==> src/rtl/uart_pkg.sv <==
// Shared definitions for the UART transmit path: serialiser states,
// frame geometry and the default bit period for a 100 MHz clock.
package uart_pkg;

    typedef enum logic [1:0] {
        IDLE  = 2'd0,
        START = 2'd1,
        DATA  = 2'd2,
        STOP  = 2'd3
    } tx_state_e;

    localparam int DATA_BITS                = 8;
    localparam int BIT_IDX_W                = $clog2(DATA_BITS);
    localparam int CLKS_PER_BIT_100M_115200 = 868;

    // Width of a counter that must hold 0..n-1, never narrower than one bit.
    function automatic int counter_width(input int n);
        return (n > 1) ? $clog2(n) : 1;
    endfunction

endpackage

==> src/rtl/sync_fifo.sv <==
// Single-clock circular FIFO with registered occupancy count.
// Pushes into a full FIFO and pops from an empty one are ignored, so the
// flags seen by the caller always describe the state before the edge.
module sync_fifo #(
    parameter int WIDTH = 8,
    parameter int DEPTH = 8
) (
    input  logic                           clk_i,
    input  logic                           rst_ni,
    input  logic                           push_i,
    input  logic [WIDTH-1:0]               wdata_i,
    input  logic                           pop_i,
    output logic [WIDTH-1:0]               rdata_o,
    output logic                           full_o,
    output logic                           empty_o,
    output logic [$clog2(DEPTH+1)-1:0]     count_o
);

    localparam int AW = (DEPTH > 1) ? $clog2(DEPTH) : 1;
    localparam int CW = $clog2(DEPTH + 1);

    logic [WIDTH-1:0] mem [DEPTH];
    logic [AW-1:0]    wr_ptr_q;
    logic [AW-1:0]    rd_ptr_q;
    logic [CW-1:0]    count_q;
    logic             do_push;
    logic             do_pop;

    assign full_o  = (count_q == CW'(DEPTH));
    assign empty_o = (count_q == '0);
    assign do_push = push_i && !full_o;
    assign do_pop  = pop_i && !empty_o;
    assign rdata_o = mem[rd_ptr_q];
    assign count_o = count_q;

    // Pointers wrap naturally because DEPTH is a power of two; count tracks net push/pop.
    always_ff @(posedge clk_i or negedge rst_ni) begin
        if (!rst_ni) begin
            wr_ptr_q <= '0;
            rd_ptr_q <= '0;
            count_q  <= '0;
        end else begin
            if (do_push) begin
                wr_ptr_q <= wr_ptr_q + 1'b1;
            end
            if (do_pop) begin
                rd_ptr_q <= rd_ptr_q + 1'b1;
            end
            case ({do_push, do_pop})
                2'b10:   count_q <= count_q + 1'b1;
                2'b01:   count_q <= count_q - 1'b1;
                default: count_q <= count_q;
            endcase
        end
    end

    // Storage array carries no reset; emptiness is defined by the pointers and count.
    always_ff @(posedge clk_i) begin
        if (do_push) begin
            mem[wr_ptr_q] <= wdata_i;
        end
    end

endmodule

==> src/rtl/uart_tx_fifo.sv <==
// UART 8N1 transmitter fed by a small byte FIFO. Bytes queued by the core
// are serialised LSB first at CLKS_PER_BIT clocks per bit; consecutive
// bytes leave back to back with no idle gap between stop and start bits.
module uart_tx_fifo
    import uart_pkg::*;
#(
    parameter int CLKS_PER_BIT = CLKS_PER_BIT_100M_115200,
    parameter int FIFO_DEPTH   = 8
) (
    input  logic                              clk_i,
    input  logic                              rst_ni,
    input  logic [7:0]                        data_i,
    input  logic                              valid_i,
    output logic                              ready_o,
    output logic                              tx_o,
    output logic                              busy_o,
    output logic [$clog2(FIFO_DEPTH+1)-1:0]   fifo_count_o
);

    localparam int CW = $clog2(FIFO_DEPTH + 1);
    localparam int BW = counter_width(CLKS_PER_BIT);

    localparam logic [BW-1:0]        BAUD_LAST = BW'(CLKS_PER_BIT - 1);
    localparam logic [BIT_IDX_W-1:0] BIT_LAST  = BIT_IDX_W'(DATA_BITS - 1);

    tx_state_e               state_q;
    tx_state_e               state_d;
    logic [BW-1:0]           baud_q;
    logic [BW-1:0]           baud_d;
    logic [BIT_IDX_W-1:0]    bit_q;
    logic [BIT_IDX_W-1:0]    bit_d;
    logic [DATA_BITS-1:0]    shift_q;
    logic [DATA_BITS-1:0]    shift_d;
    logic                    tx_q;
    logic                    tx_d;
    logic                    busy_q;
    logic                    busy_d;

    logic                    push;
    logic                    pop;
    logic [DATA_BITS-1:0]    fifo_rdata;
    logic                    fifo_full;
    logic                    fifo_empty;
    logic [CW-1:0]           fifo_count;
    logic [CW-1:0]           count_next;

    // Acceptance depends only on the registered occupancy, never on a same-cycle pop.
    assign ready_o = !fifo_full;
    assign push    = valid_i && ready_o;

    assign count_next = fifo_count + CW'(push) - CW'(pop);

    sync_fifo #(
        .WIDTH (DATA_BITS),
        .DEPTH (FIFO_DEPTH)
    ) u_fifo (
        .clk_i   (clk_i),
        .rst_ni  (rst_ni),
        .push_i  (push),
        .wdata_i (data_i),
        .pop_i   (pop),
        .rdata_o (fifo_rdata),
        .full_o  (fifo_full),
        .empty_o (fifo_empty),
        .count_o (fifo_count)
    );

    // Frame sequencer: decides the next state, counters, shift contents and when to pop.
    always_comb begin
        state_d = state_q;
        baud_d  = baud_q;
        bit_d   = bit_q;
        shift_d = shift_q;
        pop     = 1'b0;

        case (state_q)
            IDLE: begin
                baud_d = '0;
                bit_d  = '0;
                if (!fifo_empty) begin
                    pop     = 1'b1;
                    shift_d = fifo_rdata;
                    state_d = START;
                end
            end

            START: begin
                if (baud_q == BAUD_LAST) begin
                    baud_d  = '0;
                    state_d = DATA;
                end else begin
                    baud_d = baud_q + 1'b1;
                end
            end

            DATA: begin
                if (baud_q == BAUD_LAST) begin
                    baud_d = '0;
                    if (bit_q == BIT_LAST) begin
                        bit_d   = '0;
                        state_d = STOP;
                    end else begin
                        bit_d   = bit_q + 1'b1;
                        shift_d = shift_q >> 1;
                    end
                end else begin
                    baud_d = baud_q + 1'b1;
                end
            end

            STOP: begin
                if (baud_q == BAUD_LAST) begin
                    baud_d = '0;
                    bit_d  = '0;
                    if (!fifo_empty) begin
                        pop     = 1'b1;
                        shift_d = fifo_rdata;
                        state_d = START;
                    end else begin
                        state_d = IDLE;
                    end
                end else begin
                    baud_d = baud_q + 1'b1;
                end
            end

            default: begin
                state_d = IDLE;
                baud_d  = '0;
                bit_d   = '0;
            end
        endcase
    end

    // Line level and busy flag are computed from the next state so they register with it.
    always_comb begin
        tx_d = 1'b1;
        case (state_d)
            START:   tx_d = 1'b0;
            DATA:    tx_d = shift_d[0];
            default: tx_d = 1'b1;
        endcase
        busy_d = (state_d != IDLE) || (count_next != '0);
    end

    // State register; reset forces the line high immediately and abandons any frame.
    always_ff @(posedge clk_i or negedge rst_ni) begin
        if (!rst_ni) begin
            state_q <= IDLE;
            baud_q  <= '0;
            bit_q   <= '0;
            shift_q <= '0;
            tx_q    <= 1'b1;
            busy_q  <= 1'b0;
        end else begin
            state_q <= state_d;
            baud_q  <= baud_d;
            bit_q   <= bit_d;
            shift_q <= shift_d;
            tx_q    <= tx_d;
            busy_q  <= busy_d;
        end
    end

    assign tx_o         = tx_q;
    assign busy_o       = busy_q;
    assign fifo_count_o = fifo_count;

endmodule

==> config.mk <==
export PLATFORM = sky130hd
export DESIGN_NAME = uart_tx_fifo
export DESIGN_NICKNAME = d
export VERILOG_FILES = /design/src/rtl/uart_pkg.sv /design/src/rtl/sync_fifo.sv /design/src/rtl/uart_tx_fifo.sv
export SDC_FILE = /design/constraint.sdc
export NUM_CORES = 1
export LEC_CHECK = 0
export CORE_UTILIZATION = 55
export DETAILED_ROUTE_END_ITERATION = 8
export HOLD_SLACK_MARGIN = 0.08
export PLACE_DENSITY = 0.8
export REMOVE_ABC_BUFFERS = 1
export SLEW_MARGIN = 20
export SYNTH_ARGS = -nofsm -noshare
export SYNTH_HDL_FRONTEND = slang
export SYNTH_SLANG_ARGS = --single-unit
export TNS_END_PERCENT = 100
==> constraint.sdc <==
create_clock -name clk_i -period 2.8 [get_ports clk_i]
set_input_delay 0.7 -clock clk_i [delete_from_list [all_inputs] [get_ports clk_i]]
set_output_delay 0.7 -clock clk_i [all_outputs]
set_load 0.01 [all_outputs]
==> flow_summary.ini <==
[outcome]
status = finished clean

[global_route]
grt_max_degree = 36
grt_pass1_vias = 2811
grt_use_total_pct = 21.5
grt_pass1_wl_um = 13700
gr-total-overflow = 0
antenna_found_initial = 0

[power_and_ir_drop]
total_power_uw = 3590
static-leakage-power_uw = 0.00195
p_seq_share_pct = 51.8
irDropWorstVdd_mv = 0.512
power.share.combinational_pct = 22.2
switchingPower_uw = 1040
internal_power_uw = 2550
swShare_pct = 28.9
p_clk_share_pct = 26.0
power_density_mw_per_mm2 = 682

[route]
drc = 0
wl_per_cell_um = 17.7
routed_via_density = 5.79
wirelength_um = 8300
postRouteAntennaNets = 0
vias = 2723
drt_iter0_drc = 125
dr.pass1.iters = 4

[cts]
cts_buffer_depth = 2
cts_tree = yes
clkLatencyLatePin_ps = 360
clkTransAtPathRegs_ps = 90
cts_hold_buf = 0
cts_inserted_buffers = 9
root_buffer = clkbuf_8
clock_sink_count = 99
htreeDepth = 3

[sta]
period_share_pct = 95.2
maxSlewHeadroom_pct = 49.6
fin_worst_skew_ps = 14.7
grt_setup_unrepaired = true
holdWs_ps = 495
setup_slack_ps = 135
period_needed_ps = 2660
finalSetupViolations = 0
maxSlewViolCount = 0
timing.fmax_ghz = 0.375
hold_viol_final = 0
tightest_slew_ps = 755

[place]
pre_cts_slack_ps = 50.3
hpwlAfterDp_um = 5690
gp_congestion = 0.804
port_buffers = 17
dpl.cell_count = 451

[setup_path]
crit_type = register to register
cpPeakStageDelay_ps = 430
cp.required_ps = 3050
slowest_stage = dfrtp_1
crit_chain = ha_1 -> and4bb_1 -> a31oi_4 -> buf_4 -> nor3_1 -> ha_1 -> ha_1 -> a21o_1 -> a21oi_1 -> xnor2_1 -> nor2_1 -> xnor2_1
worst_setup_path_start_kind = register
crit_buf_inv = 1
crit_family = adder cells
cp_max_fo = 10
worstPathArrival_ps = 2920
cp-end-kind = register
worst_path_most_repeated_cell = ha_1

[finish]
seq_area_mm2 = 0.00280
mostFrequentLayoutCell = edfxtp_1
fin_cells = 470
drive_gt1_share_pct = 19.7
diodes = 0
fillCellCount = 594
layout.nets = 393
multiInputGateArea_mm2 = 0.00172
final_cell_mix = 64 x edfxtp_1, 34 x dfrtp_1, 25 x nor2_1
syn2layout_area_growth_pct = 13.6

[synth]
synth_seq_cells = 99
synth.top_cell.area_share_pct = 41.5
syn_avg_cell_area_um2 = 14.4
yosysUniqueCellTypes = 56
synth_cells = 321
synth.largest_area_cell = edfxtp_1
yosys_warnings = 0
ys.flop_type = edfxtp_1
synth_edf_count = 64
async_reset_ff_share_pct = 35.4
syn_area_mm2 = 0.00463
synth_seq_area_share_pct = 60.5
ys_top_cells_by_area = edfxtp_1 42%, dfrtp_1 18%, mux4_2 6.8%

[floorplan]
dieArea_mm2 = 0.00879
core_area_mm2 = 0.00818
die_h_um = 93.7
die_w_um = 93.7
start_util_pct = 56.6
ios = 18
rows = 33

[min_path]
holdCritPathClass = register to register

[job]
cap_violations = 0
-- area by class of cell --
cell class                 instances  share of cell area, %
clock buffer                       9                   2.36
sequential                        99                   53.2
inverter                          17                   1.21
multi-input combinational        193                   32.7
tap                              105                   2.50
clock inverter                     7                   1.52
timing repair buffer              40                   6.52
-- flip-flops by register name (all words and copies together) (netlist names) --
register         cells
shift_q              8
u_fifo.count_o       4
u_fifo.wr_ptr_q      3
busy_o               1
tx_o                 1
baud_q              10
u_fifo.mem          64
state_q              2
bit_q                3
u_fifo.rd_ptr_q      3
-- per-stage QoR --
step / TNS (ps) / util (%) / cell area (um^2)
floorplan: 0 / - / 4550
global placement: 0 / 61.2 / 5000
detailed placement: 0 / 61.2 / 5000
CTS: 0 / 63.7 / 5200
global route: -41.3 / 64.3 / 5260
finish: 0 / 64.3 / 5260
-- power groups by stage --
stage / Combinational [uW] / Clock, uW / Sequential (uW)
6_report: 795 / 934 / 1860
5_1_grt: 879 / 1020 / 1880
4_1_cts: 759 / 960 / 1860
3_5_place_dp: 758 / 0 / 1890
3_3_place_gp: 726 / 0 / 1880
2_1_floorplan: 442 / 0 / 1890
-- kinds of logic after synthesis --
kind of cell / synth area share (%)
xor+xnor: 3.41
simple gates: 9.38
flops: 60.5
mux: 10.4
fa+ha+maj: 6.27
compound gates: 6.97
buf+inv: 3.11
-- what timing repair did --
item | 4_1_cts | 5_1_grt
setup endpoints to repair | 0 | 2
gates resized for setup | 0 | 6
buffers inserted | 0 | 3
-- Yosys cell counts (2+ instances only) --
cell type  instances
ha_1              20
buf_6              3
a21oi_1            3
xnor2_1           11
a211oi_1           7
fa_1               2
mux2_2             2
edfxtp_1          64
mux4_1             2
clkbuf_1           3
xor2_1             7
dfrtp_1           34
mux2i_1            9
a21o_1             2
nand3_1            6
nor3_1             6
nor2_1            25
o21ai_1            7
mux4_2            14
a31oi_1            7
nand2b_1           4
buf_4              2
o21ai_0            8
nand2_1           23
buf_2              3
inv_1             17
-- per-layer routing --
metal  global-route usage (%)  vias to the layer above  share of wire, %  wire (um)
met5                        0                        -                 0          0
met1                     26.7                     1377                42       3490
met4                     9.74                        0               2.1        174
li1                         -                     1273                 -          -
met3                     5.58                       12               3.8        313
met2                     35.5                       61                52       4330
-- path summary, 6_finish.rpt --
path | startpoint | endpoint | slack, ps | depth (start not counted)
hold / removal | baud_q[0] | baud_q[0] | 500 | 1
setup / recovery | state_q[1] | u_fifo.count_o[3] | 140 | 12
max in group asynchronous | rst_ni | tx_o | 1710 | 2
min in group asynchronous | rst_ni | u_fifo.wr_ptr_q[2] | 740 | 2
hold reg to reg | baud_q[0] | baud_q[0] | 500 | 1
setup reg to reg | state_q[1] | u_fifo.count_o[3] | 140 | 12
No activity file was read; power rests on OpenSTA's default activity.
==> edit: new RTL, config.mk and constraints unchanged <==
Encoding of `tx_state_e`: now Gray code (2 bits for 4 states).
--- a/src/rtl/uart_pkg.sv
+++ b/src/rtl/uart_pkg.sv
@@ -4,8 +4,8 @@
 
     typedef enum logic [1:0] {
-        IDLE  = 2'd0,
-        START = 2'd1,
-        DATA  = 2'd2,
-        STOP  = 2'd3
+        IDLE  = 2'b00,
+        START = 2'b01,
+        DATA  = 2'b11,
+        STOP  = 2'b10
     } tx_state_e;
 
Formal check against the unedited RTL: no difference found for any inputs over 10 cycles, from zero or initial values and one cycle with rst_ni low; not proved beyond that.
==> edit against the original RTL <==
- die area shrank 5.9%
- sequential share of layout area grew 2.4 points
- cell area shrank 4.4%
- routed wire length fell by 7.3%
- synthesized area shrank 6.1%
- first-iteration DRC count fell by 22%
- count of clock-buffer cells in the layout did not move
- setup slack worse by 99 ps
- sequential cell count stayed put
- combinational power grew 48%
- maximum frequency decreased by 3.6%
- power up 14%
- non-clock buffer count increased by 1
==> edit: results (changes against the original RTL) <==
final std cells w/o fill=439 (was 470); routing usage on met2=34.1% (was 35.5%); share of Yosys cell area claimed by the top area cell type=44.2% (was 41.5%); met1 Use GR=26.8% (was 26.7%); switching fraction of total power=31.7% (was 28.9%); CP arrival=3020 ps (was 2920 ps); # nets final=359 (was 393); Unique masters post-synth=44 (was 56); Placed Cells incl. Taps=421 (was 451); reg2reg path depth=13 (was 12); Max VDD drop=434 uV (was 512 uV); mux contribution to synthesized area=11.1% (was 10.4%); Logic pwr share=28.8% (was 22.2%); worst rel slew slack=51.1% (was 49.6%); multi-input logic cell count=160 (was 193); Synth Area in XOR/XNOR=3.43% (was 3.41%); Compound-Gate Fraction of Synth Area=5.87% (was 6.97%); Pleak=1.93 nW (was 1.95 nW); post-synthesis sequential area ratio=64.4% (was 60.5%); clk_skew=7.72 ps (was 14.7 ps); final worst path period need=2760 ps (was 2660 ps); bufs w/o clock=41 (was 40); Syn Area/Cell=15.1 um2 (was 14.4 um2); mean routed wirelength per cell=17.5 um (was 17.7 um); most frequent cells after synthesis=edfxtp_1 (64), dfrtp_1 (34), inv_1 (20), nor2_1 (20), nand2_1 (17) (was edfxtp_1 (64), dfrtp_1 (34), nor2_1 (25), nand2_1 (23), ha_1 (20)); min-delay src=shift_q[2]$_DFFE_PN0P_ (was baud_q[0]$_DFF_PN0_); worst setup path endpoint=busy_o$_DFF_PN0_ (was u_fifo.count_o[3]$_DFFE_PN0P_); multi-input logic area=0.00149 mm2 (was 0.00172 mm2); DR iter-0 viols=98 (was 125); vias in the first global route=2502 (was 2811); Placement Cell Area=0.00477 mm2 (was 0.00500 mm2); total power=4.08 mW (was 3.59 mW); first-pass GRT wire length=12600 um (was 13700 um); R2R setup slack=40 ps (was 140 ps); layout cells sized above 1=22.6% (was 19.7%); Inverters, non-clock=21 (was 17); Seq group=2.03 mW (was 1.86 mW); Min Hold Slack=499 ps (was 495 ps); GP Congestion=0.780 (was 0.804); Hold Path Cell Cnt=2 (was 1); status=completed (unchanged); n_taps=102 (was 105); Non-clock buffer share=6.97% (was 6.52%); worst-path maximum fanout=4 (was 10); Post-Synth Adder-Cell Area=4.95% (was 6.27%); gr usage total=20.7% (was 21.5%); Setup crit start=baud_q[1]$_DFF_PN0_ (was state_q[1]$_DFF_PN0_); Min-Delay Endpoint=shift_q[1]$_DFFE_PN0P_ (was baud_q[0]$_DFF_PN0_); Clock buf/inv share=3.76% (was 3.88%); synth top area cells=edfxtp_1 (44%), dfrtp_1 (20%), mux4_2 (8.3%) (was edfxtp_1 (42%), dfrtp_1 (18%), mux4_2 (6.8%)); Seq area share=55.6% (was 53.2%); DP HPWL=5140 um (was 5690 um); fill count=557 (was 594)
[edit: cell types whose count changed in the layout (fill, tap and decap cells not counted), moves of 6 or more]
cell / before / now
a211oi_1: 7 / 0
o221ai_1: 0 / 6
nand2_1: 23 / 16
ha_1: 17 / 10
a31oi_1: 7 / 0
o21ai_1: 7 / 0
[edit: critical path, stage by stage, from the launching register on]
cell	delay [ps]
dfrtp_1	380
ha_2	180
or3b_4	400
o31ai_4	270
nand2_2	110
inv_2	80
ha_4	190
inv_2	60
ha_4	120
inv_2	40
fa_2	410
xnor2_2	150
nor3b_2	170
nand4_1	100
[edit: cells by family (layout without fill, tap and decap cells)]
logic type,Yosys count,after routing
flops,99,99
simple gates,67,67
compound gates,32,32
mux,28,28
buf+inv,28,78
xor+xnor,17,17
fa+ha+maj,16,16
[edit: layer usage]
layer  vias up  share of wire (%)
li1       1167                  -
met1      1239                 43
met2        41                 51
met3        13                3.8
met4         0                1.6
met5         -                  0
